==> src/rtl/multicycle_ctrl.sv <==
// Moore control FSM for the shared multicycle MIPS datapath, with retired-instruction counter.
// Define ILLEGAL_TRAP_EN to park illegal instructions in TRAP; otherwise they retire as NOPs.
module multicycle_ctrl #(
  parameter int unsigned CNT_W = 32
) (
  input  logic             clk,
  input  logic             rst_n,
  input  logic [5:0]       opcode,
  input  logic [5:0]       funct,
  input  logic             mem_ready,
  output logic             mem_req,
  output logic             mem_we,
  output logic             i_or_d,
  output logic             ir_write,
  output logic             pc_write,
  output logic             pc_wr_eq,
  output logic             pc_wr_ne,
  output logic [1:0]       pc_source,
  output logic             alu_src_a,
  output logic [1:0]       alu_src_b,
  output logic [2:0]       alu_control,
  output logic             reg_dst,
  output logic             mem_to_reg,
  output logic             reg_write,
  output logic [3:0]       state,
  output logic [CNT_W-1:0] instret
);

  typedef enum logic [3:0] {
    StFetch  = 4'd0,
    StDecode = 4'd1,
    StMemAdr = 4'd2,
    StMemRd  = 4'd3,
    StMemWb  = 4'd4,
    StMemWr  = 4'd5,
    StExec   = 4'd6,
    StRwb    = 4'd7,
    StBranch = 4'd8,
    StJump   = 4'd9,
    StIExec  = 4'd10,
    StIwb    = 4'd11,
    StTrap   = 4'd12
  } state_e;

  typedef struct packed {
    logic       mem_req;
    logic       mem_we;
    logic       i_or_d;
    logic       fetch;
    logic       jump;
    logic       pc_wr_eq;
    logic       pc_wr_ne;
    logic [1:0] pc_source;
    logic       alu_src_a;
    logic [1:0] alu_src_b;
    logic [2:0] alu_control;
    logic       reg_dst;
    logic       mem_to_reg;
    logic       reg_write;
  } ctrl_t;

  localparam logic [5:0] OpRtype = 6'h00;
  localparam logic [5:0] OpLw    = 6'h23;
  localparam logic [5:0] OpSw    = 6'h2b;
  localparam logic [5:0] OpBeq   = 6'h04;
  localparam logic [5:0] OpBne   = 6'h05;
  localparam logic [5:0] OpJ     = 6'h02;
  localparam logic [5:0] OpAddi  = 6'h08;

  localparam logic [2:0] AluAdd = 3'b010;
  localparam logic [2:0] AluSub = 3'b110;
  localparam logic [2:0] AluOr  = 3'b001;
  localparam logic [2:0] AluSlt = 3'b111;

  function automatic logic funct_ok(input logic [5:0] fn);
    return (fn == 6'h20) || (fn == 6'h22) || (fn == 6'h25) || (fn == 6'h2a);
  endfunction

  function automatic logic [2:0] funct_alu(input logic [5:0] fn);
    logic [2:0] a;
    case (fn)
      6'h20:   a = AluAdd;
      6'h22:   a = AluSub;
      6'h25:   a = AluOr;
      6'h2a:   a = AluSlt;
      default: a = 3'b000;
    endcase
    return a;
  endfunction

  // Moore decode of one state; opcode/funct are stable from DECODE onward.
  function automatic ctrl_t decode(input state_e st, input logic [5:0] op, input logic [5:0] fn);
    ctrl_t c;
    c = '0;
    case (st)
      StFetch: begin
        c.mem_req     = 1'b1;
        c.fetch       = 1'b1;
        c.alu_src_b   = 2'b01;
        c.alu_control = AluAdd;
      end
      StDecode: begin
        c.alu_src_b   = 2'b11;
        c.alu_control = AluAdd;
      end
      StMemAdr, StIExec: begin
        c.alu_src_a   = 1'b1;
        c.alu_src_b   = 2'b10;
        c.alu_control = AluAdd;
      end
      StMemRd: begin
        c.mem_req = 1'b1;
        c.i_or_d  = 1'b1;
      end
      StMemWb: begin
        c.reg_write  = 1'b1;
        c.mem_to_reg = 1'b1;
      end
      StMemWr: begin
        c.mem_req = 1'b1;
        c.mem_we  = 1'b1;
        c.i_or_d  = 1'b1;
      end
      StExec: begin
        c.alu_src_a   = 1'b1;
        c.alu_control = funct_alu(fn);
      end
      StRwb: begin
        c.reg_write = 1'b1;
        c.reg_dst   = 1'b1;
      end
      StBranch: begin
        c.alu_src_a   = 1'b1;
        c.alu_control = AluSub;
        c.pc_source   = 2'b01;
        c.pc_wr_eq    = (op == OpBeq);
        c.pc_wr_ne    = (op == OpBne);
      end
      StJump: begin
        c.jump      = 1'b1;
        c.pc_source = 2'b10;
      end
      StIwb:   c.reg_write = 1'b1;
      default: c = '0;
    endcase
    return c;
  endfunction

  state_e           state_q, state_d;
  ctrl_t            ctrl_q;
  logic [CNT_W-1:0] instret_q;
  logic             retire;

  always_comb begin
    state_d = state_q;
    retire  = 1'b0;
    case (state_q)
      StFetch: if (mem_ready) state_d = StDecode;
      StDecode: begin
        case (opcode)
          OpLw, OpSw:   state_d = StMemAdr;
          OpRtype:      state_d = StExec;
          OpBeq, OpBne: state_d = StBranch;
          OpJ:          state_d = StJump;
          OpAddi:       state_d = StIExec;
          default: begin
`ifdef ILLEGAL_TRAP_EN
            state_d = StTrap;
`else
            state_d = StFetch;
            retire  = 1'b1;
`endif
          end
        endcase
      end
      StMemAdr: state_d = (opcode == OpLw) ? StMemRd : StMemWr;
      StMemRd:  if (mem_ready) state_d = StMemWb;
      StMemWb: begin
        state_d = StFetch;
        retire  = 1'b1;
      end
      StMemWr: if (mem_ready) begin
        state_d = StFetch;
        retire  = 1'b1;
      end
      StExec: begin
        if (funct_ok(funct)) begin
          state_d = StRwb;
        end else begin
`ifdef ILLEGAL_TRAP_EN
          state_d = StTrap;
`else
          state_d = StFetch;
          retire  = 1'b1;
`endif
        end
      end
      StRwb, StIwb, StBranch, StJump: begin
        state_d = StFetch;
        retire  = 1'b1;
      end
      StIExec: state_d = StIwb;
      StTrap:  state_d = StTrap;
      default: state_d = StFetch;
    endcase
  end

  // Outputs are decoded from the next state so they are registered yet still Moore-timed.
  always_ff @(posedge clk) begin
    if (!rst_n) begin
      state_q   <= StFetch;
      ctrl_q    <= decode(StFetch, 6'h00, 6'h00);
      instret_q <= '0;
    end else begin
      state_q <= state_d;
      ctrl_q  <= decode(state_d, opcode, funct);
      if (retire) instret_q <= instret_q + CNT_W'(1);
    end
  end

  // FETCH loads IR and PC+4 only in the cycle memory completes.
  assign ir_write    = ctrl_q.fetch & mem_ready;
  assign pc_write    = ctrl_q.jump | (ctrl_q.fetch & mem_ready);
  assign mem_req     = ctrl_q.mem_req;
  assign mem_we      = ctrl_q.mem_we;
  assign i_or_d      = ctrl_q.i_or_d;
  assign pc_wr_eq    = ctrl_q.pc_wr_eq;
  assign pc_wr_ne    = ctrl_q.pc_wr_ne;
  assign pc_source   = ctrl_q.pc_source;
  assign alu_src_a   = ctrl_q.alu_src_a;
  assign alu_src_b   = ctrl_q.alu_src_b;
  assign alu_control = ctrl_q.alu_control;
  assign reg_dst     = ctrl_q.reg_dst;
  assign mem_to_reg  = ctrl_q.mem_to_reg;
  assign reg_write   = ctrl_q.reg_write;
  assign state       = state_q;
  assign instret     = instret_q;

endmodule

==> config.mk <==
export PLATFORM = sky130hd
export DESIGN_NAME = multicycle_ctrl
export DESIGN_NICKNAME = d
export VERILOG_FILES = /design/src/rtl/multicycle_ctrl.sv
export SDC_FILE = /design/constraint.sdc
export NUM_CORES = 1
export LEC_CHECK = 0
export ABC_AREA = 1
export ABC_CLOCK_PERIOD_IN_PS = 2400
export CORE_MARGIN = 2
export CORE_UTILIZATION = 45
export DETAILED_ROUTE_END_ITERATION = 12
export PLACE_DENSITY_LB_ADDON = 0.25
export SLEW_MARGIN = 20
export SYNTH_ARGS = -nofsm -noshare
export SYNTH_HDL_FRONTEND = slang
export SYNTH_SLANG_ARGS = --single-unit
==> constraint.sdc <==
create_clock -name clk -period 2.4 [get_ports clk]
set_input_delay 0.48 -clock clk [delete_from_list [all_inputs] [get_ports clk]]
set_output_delay 0.48 -clock clk [all_outputs]
set_load 0.02 [all_outputs]
==> flow_metrics.env <==
export IMPL_status="complete, no violations"
export IMPL_r2r_start="instret[0]$_SDFFE_PN0P_"
export IMPL_p_seq_frac=0.525
export IMPL_largest_register_ffs=32
export IMPL_n_antenna_cell=0
export IMPL_skew_ns=0.00760
export IMPL_fill_cells=666
export IMPL_synth_avg_cell_area_um2=6.66
export IMPL_hold_viol=0
export IMPL_cts_made_buffers=5
export IMPL_drt_pass1_iterations=4
export IMPL_initial_core_util=0.465
export IMPL_postLayoutCoreUtil=0.589
export IMPL_grt_max_degree=25
export IMPL_top_usage_layer="met2"
export IMPL_path_clk_slew_ns=0.11
export IMPL_ys_types=37
export IMPL_core_um2=6830
export IMPL_antenna_left=0
export IMPL_power_density_nw_per_um2=432
export IMPL_fin_crit_ns=2.27
export IMPL_final_seq_area_um2=1080
export IMPL_ctsResizeCount=0
export IMPL_crit_required_ns=1.92
export IMPL_p_int_mw=1.30
export IMPL_tightest_slew_ns=0.341
export IMPL_routed_via_density=5.02
export IMPL_netlist_top_cell_by_area="dfxtp_1"
export IMPL_rsz0062_at_grt="false"
export IMPL_path_max_fanout=2
export IMPL_final_cell_mix="nand2_1, clkdlybuf4s50_1, nor2_1"
export IMPL_synth_edf_count=0
export IMPL_whs_ns=0.502
export IMPL_areaGrowthSynthToFinish_pct=26.7
export IMPL_gr_total_overflow=0
export IMPL_finalSetupViolCount=0
export IMPL_grt_met1_usage=0.270
export IMPL_r2r_end="instret[24]$_SDFFE_PN0P_"
export IMPL_slowest_stage="clkdlybuf4s50_1"
export IMPL_slew_limit_headroom=0.771
export IMPL_cpMostUsedCell="clkdlybuf4s50_1"
export IMPL_die_w_um=88.0
export IMPL_die_h_um=88.0
export IMPL_finalWeightedCongestion=0.876
export IMPL_drv_slew=0
export IMPL_yosysWarnings=0
export IMPL_cts_hold_buf=0
export IMPL_antenna_found_initial=0
export IMPL_portBuffers=68
export IMPL_power_frac_comb=0.106
export IMPL_stdcell_area_um2=4030
export IMPL_dp_final_hpwl_um=6480
export IMPL_setup_tns_ns=0
export IMPL_async_reset_ff_frac=0
export IMPL_min_to="instret[31]$_SDFFE_PN0P_"
export IMPL_fin_crit_sh=0.947
export IMPL_die_area_um2=7750
export IMPL_cp_buffers_inverters=3
export IMPL_wl_per_cell_um=12.7
export IMPL_grt_pass1_wl_um=13800
export IMPL_first_global_vias=3013
export IMPL_cts_tree="done"
export IMPL_clkPwrFrac=0.369
export IMPL_cap_viol_max_count=0
export IMPL_cp_cell_sequence="clkdlybuf4s50_1 -> nand2_1 -> inv_1 -> or2_2 -> clkdlybuf4s50_1"
export IMPL_critical_path_top_delay_family="buffers and inverters"
export IMPL_mostFrequentLayoutCell="nand2_1"
export IMPL_route_vias_total=3200
export IMPL_grt_use_total=0.224
export IMPL_drt_wl_total_um=8120
export IMPL_drive_above_1_share=0.124
export IMPL_ioPinCount=69
export IMPL_synth_ff_type="dfxtp_1"
export IMPL_p_leak_nw=1.58
export IMPL_use_met3=0.0339
export IMPL_p_sw_uw=441
export IMPL_netlist_instances=477
export IMPL_synth_top_cells_by_area="dfxtp_1, nand2_1, nor2_1, a21oi_1, inv_1"
export IMPL_multi_input_area_um2=1770
export IMPL_rrSetupSlack_ns=0.51
export IMPL_row_count=30
export IMPL_synth_seq_cells=54
export IMPL_cp_data_arrival_time_ns=1.79
export IMPL_cts_setup_buffers=0
export IMPL_root_buffer="clkbuf_8"
export IMPL_swShare=0.254
export IMPL_nets=557
export IMPL_synth_top_cell_area_share=0.340
export IMPL_fmax_mhz=440
export IMPL_holdPathStages=2
export IMPL_synth_seq_area_share=0.340
export IMPL_clk_latency_ns=0.31
export IMPL_hold_class="register to register"
export IMPL_worst_path_largest_cell_delay_ns=0.54
export IMPL_use_met2=0.410
export IMPL_synth_area_um2=3180
export IMPL_min_from="instret[31]$_SDFFE_PN0P_"
export IMPL_synth_nets=493
export IMPL_postPlaceCellArea_um2=3910
export IMPL_ir_drop_uv=348
export IMPL_cts_max_path_buffers=2
export IMPL_critPathCaptureType="output port"
export IMPL_crit_type="input pin to output port"
export IMPL_drtIter0Drc=241
export IMPL_reg2reg_depth=8
export IMPL_htree_levels=2
export IMPL_drc=0
export IMPL_worst_setup_path_start_kind="input pin"
export IMPL_clock_sinks=54
==> how the worst max path moves through the flow <==
stage	startpoint	endpoint	depth (start not counted)
finish	mem_ready	pc_write	5
global route	mem_ready	pc_write	5
CTS	mem_ready	pc_write	5
detailed placement	opcode[2]	instret[28]$_SDFFE_PN0P_	11
global placement	mem_ready	pc_write	5
floorplan	instret[0]$_SDFFE_PN0P_	instret[24]$_SDFFE_PN0P_	8
==> layout make-up <==
type / count / share of cell area
Clock buffer: 5 / 0.0171
Clock inverter: 3 / 0.0118
Inverter: 50 / 0.0479
Multi-Input combinational cell: 355 / 0.440
Sequential cell: 54 / 0.269
Tap cell: 96 / 0.0298
Timing Repair Buffer: 75 / 0.185
==> worst reg2reg max path: stages, from the launching register on <==
cell and delay [ns]:
dfxtp_1 0.45, ha_1 0.30, nand3_1 0.17, inv_1 0.14, nand2_1 0.13, nor3_1 0.32
xor2_1 0.17, nand2_1 0.06, a21oi_1 0.11
==> routing by layer <==
| layer | up-vias | part of all wire |
|---|---|---|
| met5 | - | 0 |
| met4 | 0 | 0.018 |
| met3 | 17 | 0.035 |
| met2 | 77 | 0.51 |
| met1 | 1465 | 0.43 |
| li1 | 1641 | - |
==> cells in the mapped netlist, types with 2 or more instances <==
library cell	n
nor2_4	3
nor3_2	2
xor2_1	16
dfxtp_1	54
nand2_2	10
nand3b_1	2
nand3_1	25
nand3_2	4
a21oi_2	2
o21ai_1	3
nand4_1	9
buf_6	5
buf_4	8
nand2_4	3
inv_4	2
nor3_1	22
clkbuf_1	4
a21oi_1	32
nand2_1	135
nor2_2	15
inv_2	8
inv_1	40
o21ai_0	3
xnor2_1	3
nor2_1	55
==> cells by family after synthesis <==
kind of cell               after synthesis  share of synthesized area
buffers and inverters                   68                      0.103
AOI/OAI and AO/OA                       45                     0.0768
and+or+nand+nor                        290                      0.424
xor gates and xnor gates                19                     0.0524
adders and majority gates                1                    0.00394
DFF                                     54                      0.340
==> power by group through the flow <==
stage / clock network (mW) / logic, mW / registers (mW)
4_1_cts: 0.659 / 0.185 / 0.913
5_1_grt: 0.686 / 0.203 / 0.914
3_5_place_dp: 0 / 0.185 / 0.933
2_1_floorplan: 0 / 0.110 / 0.939
3_3_place_gp: 0 / 0.180 / 0.933
6_report: 0.640 / 0.184 / 0.912
==> stage by stage <==
step / instances / power (mW) / worst slack, ns
4_1_cts: 638 / 1.76 / 0.117
6_report: 638 / 1.74 / 0.127
2_1_floorplan: 477 / 1.05 / 0.739
3_3_place_gp: 630 / 1.11 / 0.130
5_1_grt: 638 / 1.80 / 0.0401
3_5_place_dp: 630 / 1.12 / 0.122
Note: power is estimated with default switching activity, not from simulation.
==> RTL change 1: new RTL, config.mk and constraints unchanged <==
Make the reset (`rst_n`) asynchronous in one clocked block.
--- a/src/rtl/multicycle_ctrl.sv
+++ b/src/rtl/multicycle_ctrl.sv
@@ -206,7 +206,7 @@
   end
 
   // Outputs are decoded from the next state so they are registered yet still Moore-timed.
-  always_ff @(posedge clk) begin
+  always_ff @(posedge clk or negedge rst_n) begin
     if (!rst_n) begin
       state_q   <= StFetch;
       ctrl_q    <= decode(StFetch, 6'h00, 6'h00);
Behaviour: differs if rst_n is asserted again (counterexample within 4 cycles, from zero or initial values and one cycle with rst_n low); with rst_n held inactive, the same outputs for 10 cycles.
==> RTL change 1 against the unedited design <==
  * Worst hold slack got worse by 0.49 ns
  * Worst setup slack got worse by 0.031 ns
  * Critical path depth did not move
  * First-iteration DRC count fell by 13%
  * Global-route usage fell by 0.90 points
  * Cell area rose by 1.6%
  * Maximum frequency fell by 1.3%
  * Sequential share of layout area rose by 6.3 points
  * Wire length fell by 0.75%
  * Sequential cell count did not move
  * Area after synthesis rose by 0.59%
  * Via count fell by 4.8%
  * Largest cell class unchanged
Power is not compared: it rests on default switching activity, and its combinational part moved more than twofold at a synthesized area within 25%.
==> RTL change 1: results (changes against the unedited design) <==
{| class="wikitable"
! Metric !! Value
|-
| Arithmetic-cell share of the synthesized area counting full adders, half adders and majority gates || 0.00391 (-0.0000231)
|-
| Final Skew || 0.0131 ns (+0.00546 ns)
|-
| Fraction of standard cell area in multi-input logic || 0.366 (-0.0731)
|-
| Leading cell types by total area after synthesis || dfrtp_1 39%, nand2_1 19%, inv_1 8.0%
|-
| Multi-input gates || 329 (-7.3%)
|-
| Cell area reported after detailed placement || 3980 µm² (+1.7%)
|-
| Met2 Track Usage GR || 0.392 (-0.0174)
|-
| Non-clock inverter count || 68 (+36%)
|-
| Seq. cell area || 1360 µm² (+25%)
|-
| DRC violation total after the first TritonRoute iteration || 210 (-13%)
|-
| Met1 global-route usage || 0.272 (+0.00143)
|-
| Non-clock buffers || 74 (-1.3%)
|-
| Vias per Instance || 4.84 (-3.5%)
|-
| Area of the multi-input gates || 1500 µm² (-15%)
|-
| RD Place Congestion || 0.909 (+3.7%)
|-
| Reg2reg path depth || 9 (+1)
|-
| Met3 routing resource usage after global routing || 0.0280 (-0.00595)
|-
| Max reg flops || 32 (unchanged)
|-
| Library cells used by synthesis || 22 (-41%)
|-
| Endpoint of the worst register-to-register path || instret[24]
|-
| Wire length of the first global-routing pass || 13,100 µm (-4.9%)
|-
| DR WL/cell || 12.8 µm (+0.67%)
|-
| Path class of the lowest-slack min-delay path || in -> async
|-
| Layout Area Growth over Synthesis || 27.9%
|-
| Proportion of final cell area spent on non-clock buffers || 0.182 (-0.00295)
|-
| Result of the run || completed
|-
| Number of nets produced by synthesis || 479 (-2.8%)
|-
| Area fraction in compound gates after synthesis || 0.0329 (-0.0439)
|-
| Startpoint of the worst-slack reg-to-reg timing path || instret[0]
|-
| Final hold slack || 0.0110 ns (-0.491 ns)
|-
| CP Data Arrival Time || 1.82 ns (+0.03 ns)
|-
| Total routing resource utilization after global routing || 0.215 (-0.00904)
|-
| Register area share after synthesis || 0.424 (+0.0841)
|-
| Total half-perimeter wirelength after legalization and detailed placement || 6370 µm (-1.6%)
|-
| Filler Cells Inserted || 672 (+0.90%)
|-
| Setup slack of the worst register-to-register path || 0.27 ns (-0.24 ns)
|-
| Maximum number of pins on one net before global-route repair || 54 (+120%)
|-
| Maximum net fanout on the critical path || 3 (+1)
|-
| Transition time of the tightest slew-check pin || 0.380 ns (+0.0389 ns)
|-
| Relative area of clock buffers and inverters in the final design || 0.0278 (-0.00107)
|-
| Parity-gate share of the synthesized area counting xor and xnor cells || 0.0658 (+0.0134)
|}
RTL change 1: cell types whose count changed after synthesis, moves of 6 or more:
| cell | before | now |
|---|---|---|
| dfrtp_1 | 0 | 50 |
| inv_1 | 40 | 68 |
| nand2_2 | 10 | 0 |
| nor2_2 | 15 | 3 |
| inv_2 | 8 | 0 |
| nand2_1 | 135 | 159 |
| nor2_1 | 55 | 61 |
| nor3_1 | 22 | 16 |
| nand3_1 | 25 | 35 |
| dfxtp_1 | 54 | 0 |
| xor2_1 | 16 | 22 |
| a21oi_1 | 32 | 4 |
| o21ai_0 | 3 | 9 |
RTL change 1: cell families (layout without fill, tap and decap cells):
family,count (synthesis),in the layout
simple gates,283,283
xor+xnor,24,24
flops,54,54
fa+ha+maj,1,1
compound gates,21,21
buf+inv,80,150
RTL change 1: power breakdown:
group	switching [mW]	internal, mW	leakage [nW]
Combinational	0.547	0.424	1.21
Sequential	0.155	1.06	0.729
Clock	0.315	0.311	0.0504
RTL change 1: worst max-delay path by stage:
stage                        to  cells past startpoint  slack (ns)
floorplan           instret[24]                      9        0.64
global placement       pc_write                      5        0.08
detailed placement     pc_write                      5        0.08
CTS                    pc_write                      5        0.08
global route           pc_write                      5        0.03
finish                 pc_write                      5         0.1
RTL change 1: per-stage QoR:
stage / setup slack, ns / instances
4_1_cts: 0.0818 / 629
2_1_floorplan: 0.642 / 463
3_5_place_dp: 0.0829 / 621
6_report: 0.0958 / 629
3_3_place_gp: 0.0821 / 621
5_1_grt: 0.0300 / 629
RTL change 1: metal layers:
metal,wire length [µm],vias to the layer above,share of wire
met3,240,6,0.030
met2,4250,76,0.53
li1,-,1553,-
met1,3490,1410,0.43
met5,0,-,0
met4,74,0,0.0092
==> RTL change 2: new RTL, same settings <==
Made on the original files. The parameter `CNT_W` goes from 32 to 24.
--- a/src/rtl/multicycle_ctrl.sv
+++ b/src/rtl/multicycle_ctrl.sv
@@ -1,7 +1,7 @@
 // Moore control FSM for the shared multicycle MIPS datapath, with retired-instruction counter.
 // Define ILLEGAL_TRAP_EN to park illegal instructions in TRAP; otherwise they retire as NOPs.
 module multicycle_ctrl #(
-  parameter int unsigned CNT_W = 32
+  parameter int unsigned CNT_W = 24
 ) (
   input  logic             clk,
   input  logic             rst_n,
Ports: changed (resized instret); port bits go from 69 to 61. The function was not compared with the original's and may differ.
==> RTL change 2 against the unedited design <==
  * Sequential share of layout area rose by 0.58 points
  * Wire length fell by 22%
  * Non-clock buffer count fell by 6
  * Total power fell by 16%
  * Synthesized cell count fell by 14%
  * Cell area fell by 17%
  * Worst setup slack got worse by 0.0044 ns
  * Area after synthesis fell by 18%
  * Sequential cell count fell by 8
  * Critical path type unchanged
  * Largest power group unchanged
  * Highest routed layer unchanged
==> RTL change 2: results (changes against the unedited design) <==
{| class="wikitable"
! Metric !! Value
|-
| Max reg flops || 24 (-25%)
|-
| Transition time of the tightest slew-check pin || 0.436 ns (+0.0948 ns)
|-
| Area fraction in compound gates after synthesis || 0.0814 (+0.00460)
|-
| Leading cell types by total area after synthesis || dfxtp_1 35%, nand2_1 18%, nor2_1 7.9%
|-
| Total routing resource utilization after global routing || 0.213 (-0.0107)
|-
| Top post-synthesis cells by count || 122 x nand2_1, 55 x nor2_1, 48 x inv_1, 46 x dfxtp_1, 40 x nand3_1
|-
| Total half-perimeter wirelength after legalization and detailed placement || 4950 µm (-24%)
|-
| Port Buffer Count || 60 (-12%)
|-
| DRC violation total after the first TritonRoute iteration || 144 (-40%)
|-
| Final hold slack || 0.501 ns (-0.000961 ns)
|-
| Reg2reg path depth || 7 (-1)
|-
| DR WL/cell || 11.8 µm (-7.7%)
|-
| Library cells used by synthesis || 29 (-22%)
|-
| Vias in the first global route || 2,551 (-15%)
|-
| Share of layout cells above drive strength 1 || 0.0574 (-0.0662)
|-
| Endpoint with the worst hold slack || instret[22]
|-
| Maximum net fanout on the critical path || 2 (unchanged)
|-
| RD Place Congestion || 0.947 (+8.1%)
|-
| Max VDD drop || 290 µV (-17%)
|-
| Met1 global-route usage || 0.235 (-0.0354)
|-
| Internal Power || 1.06 mW (-18%)
|-
| Setup slack of the worst register-to-register path || 0.36 ns (-0.15 ns)
|-
| Maximum buffer depth of the clock tree || 2 (unchanged)
|-
| Final Skew || 0.00375 ns (-0.00386 ns)
|-
| Clock distribution power || 519 µW (-19%)
|-
| Routed length on met3 || 246 µm (-13%)
|-
| Routed wire length || 6370 µm (-22%)
|-
| Power dissipated in combinational cells || 159 µW (-14%)
|-
| Metal2 WL || 3310 µm (-21%)
|-
| Wl on met1 || 2720 µm (-23%)
|-
| Cell count after synthesis || 409 (-14%)
|-
| Maximum number of pins on one net before global-route repair || 21 (-16%)
|-
| Arithmetic-cell share of the synthesized area counting full adders, half adders and majority gates || 0.00481 (+0.000878)
|-
| Parity-gate share of the synthesized area counting xor and xnor cells || 0.0404 (-0.0119)
|-
| Hold wc startpoint || instret[22]
|-
| Via Count || 2,707 (-15%)
|-
| Endpoint of the worst register-to-register path || instret[14]
|-
| Comb power frac || 0.109 (+0.003)
|-
| Wire length of the first global-routing pass || 10,800 µm (-21%)
|-
| Met3 routing resource usage after global routing || 0.0509 (+0.0170)
|-
| Final layout net count || 485 (-13%)
|-
| Pleak || 1.41 nW (-11%)
|-
| Register area share after synthesis || 0.354 (+0.0142)
|-
| Met2 Track Usage GR || 0.394 (-0.0156)
|-
| Number of nets produced by synthesis || 425 (-14%)
|-
| Result of the run || completed
|}
RTL change 2: changes by cell type after synthesis, sizes merged, moves of 4 or more:
| cell | change |
|---|---|
| nand4 | -4 |
| nand3b | +4 |
| nor3 | -18 |
| nand3 | +13 |
| xor2 | -9 |
| nor2 | -16 |
| nand2 | -25 |
| dfxtp | -8 |
RTL change 2: worst max-delay path by stage:
stage	startpoint	to	slack (ns)	depth (start not counted)
6_report	mem_ready	pc_write	0.12	5
5_1_grt	mem_ready	pc_write	0.03	5
4_1_cts	mem_ready	pc_write	0.12	5
3_5_place_dp	mem_ready	pc_write	0.12	5
3_3_place_gp	mem_ready	pc_write	0.13	5
2_1_floorplan	instret[0]	instret[16]	0.69	8
RTL change 2: area by class of cell:
class | instances | area [µm²]
fill | 536 | 2180
sequential | 46 | 921
timing repair buffer | 69 | 681
clock inverter | 3 | 28.8
multi-input combinational | 298 | 1380
inverter | 49 | 184
clock buffer | 5 | 68.8
tap | 72 | 90.1
RTL change 2: kinds of logic (layout without fill, tap and decap cells):
kind of cell    count (synthesis)  count (layout)
flops                          46              46
simple gates                  245             245
xor+xnor                       12              12
compound gates                 40              40
buf+inv                        65             126
fa+ha+maj                       1               1
RTL change 2: worst reg2reg max path, stage by stage, from the launching register on:
cell	delay, ns
dfxtp_1	0.45
ha_1	0.33
nand3_1	0.24
nor2_1	0.41
nand3_1	0.17
xnor2_1	0.17
nand2_1	0.07
a21oi_1	0.14
RTL change 2: metrics by stage:
stage | worst slack, ns | cell area, µm² | utilization
final | 0.122 | 3360 | 0.606
after global routing | 0.0350 | 3360 | 0.606
after CTS | 0.118 | 3360 | 0.606
after detailed placement | 0.125 | 3260 | 0.588
after global placement | 0.130 | 3260 | 0.588
after floorplan | 0.691 | 2600 | -
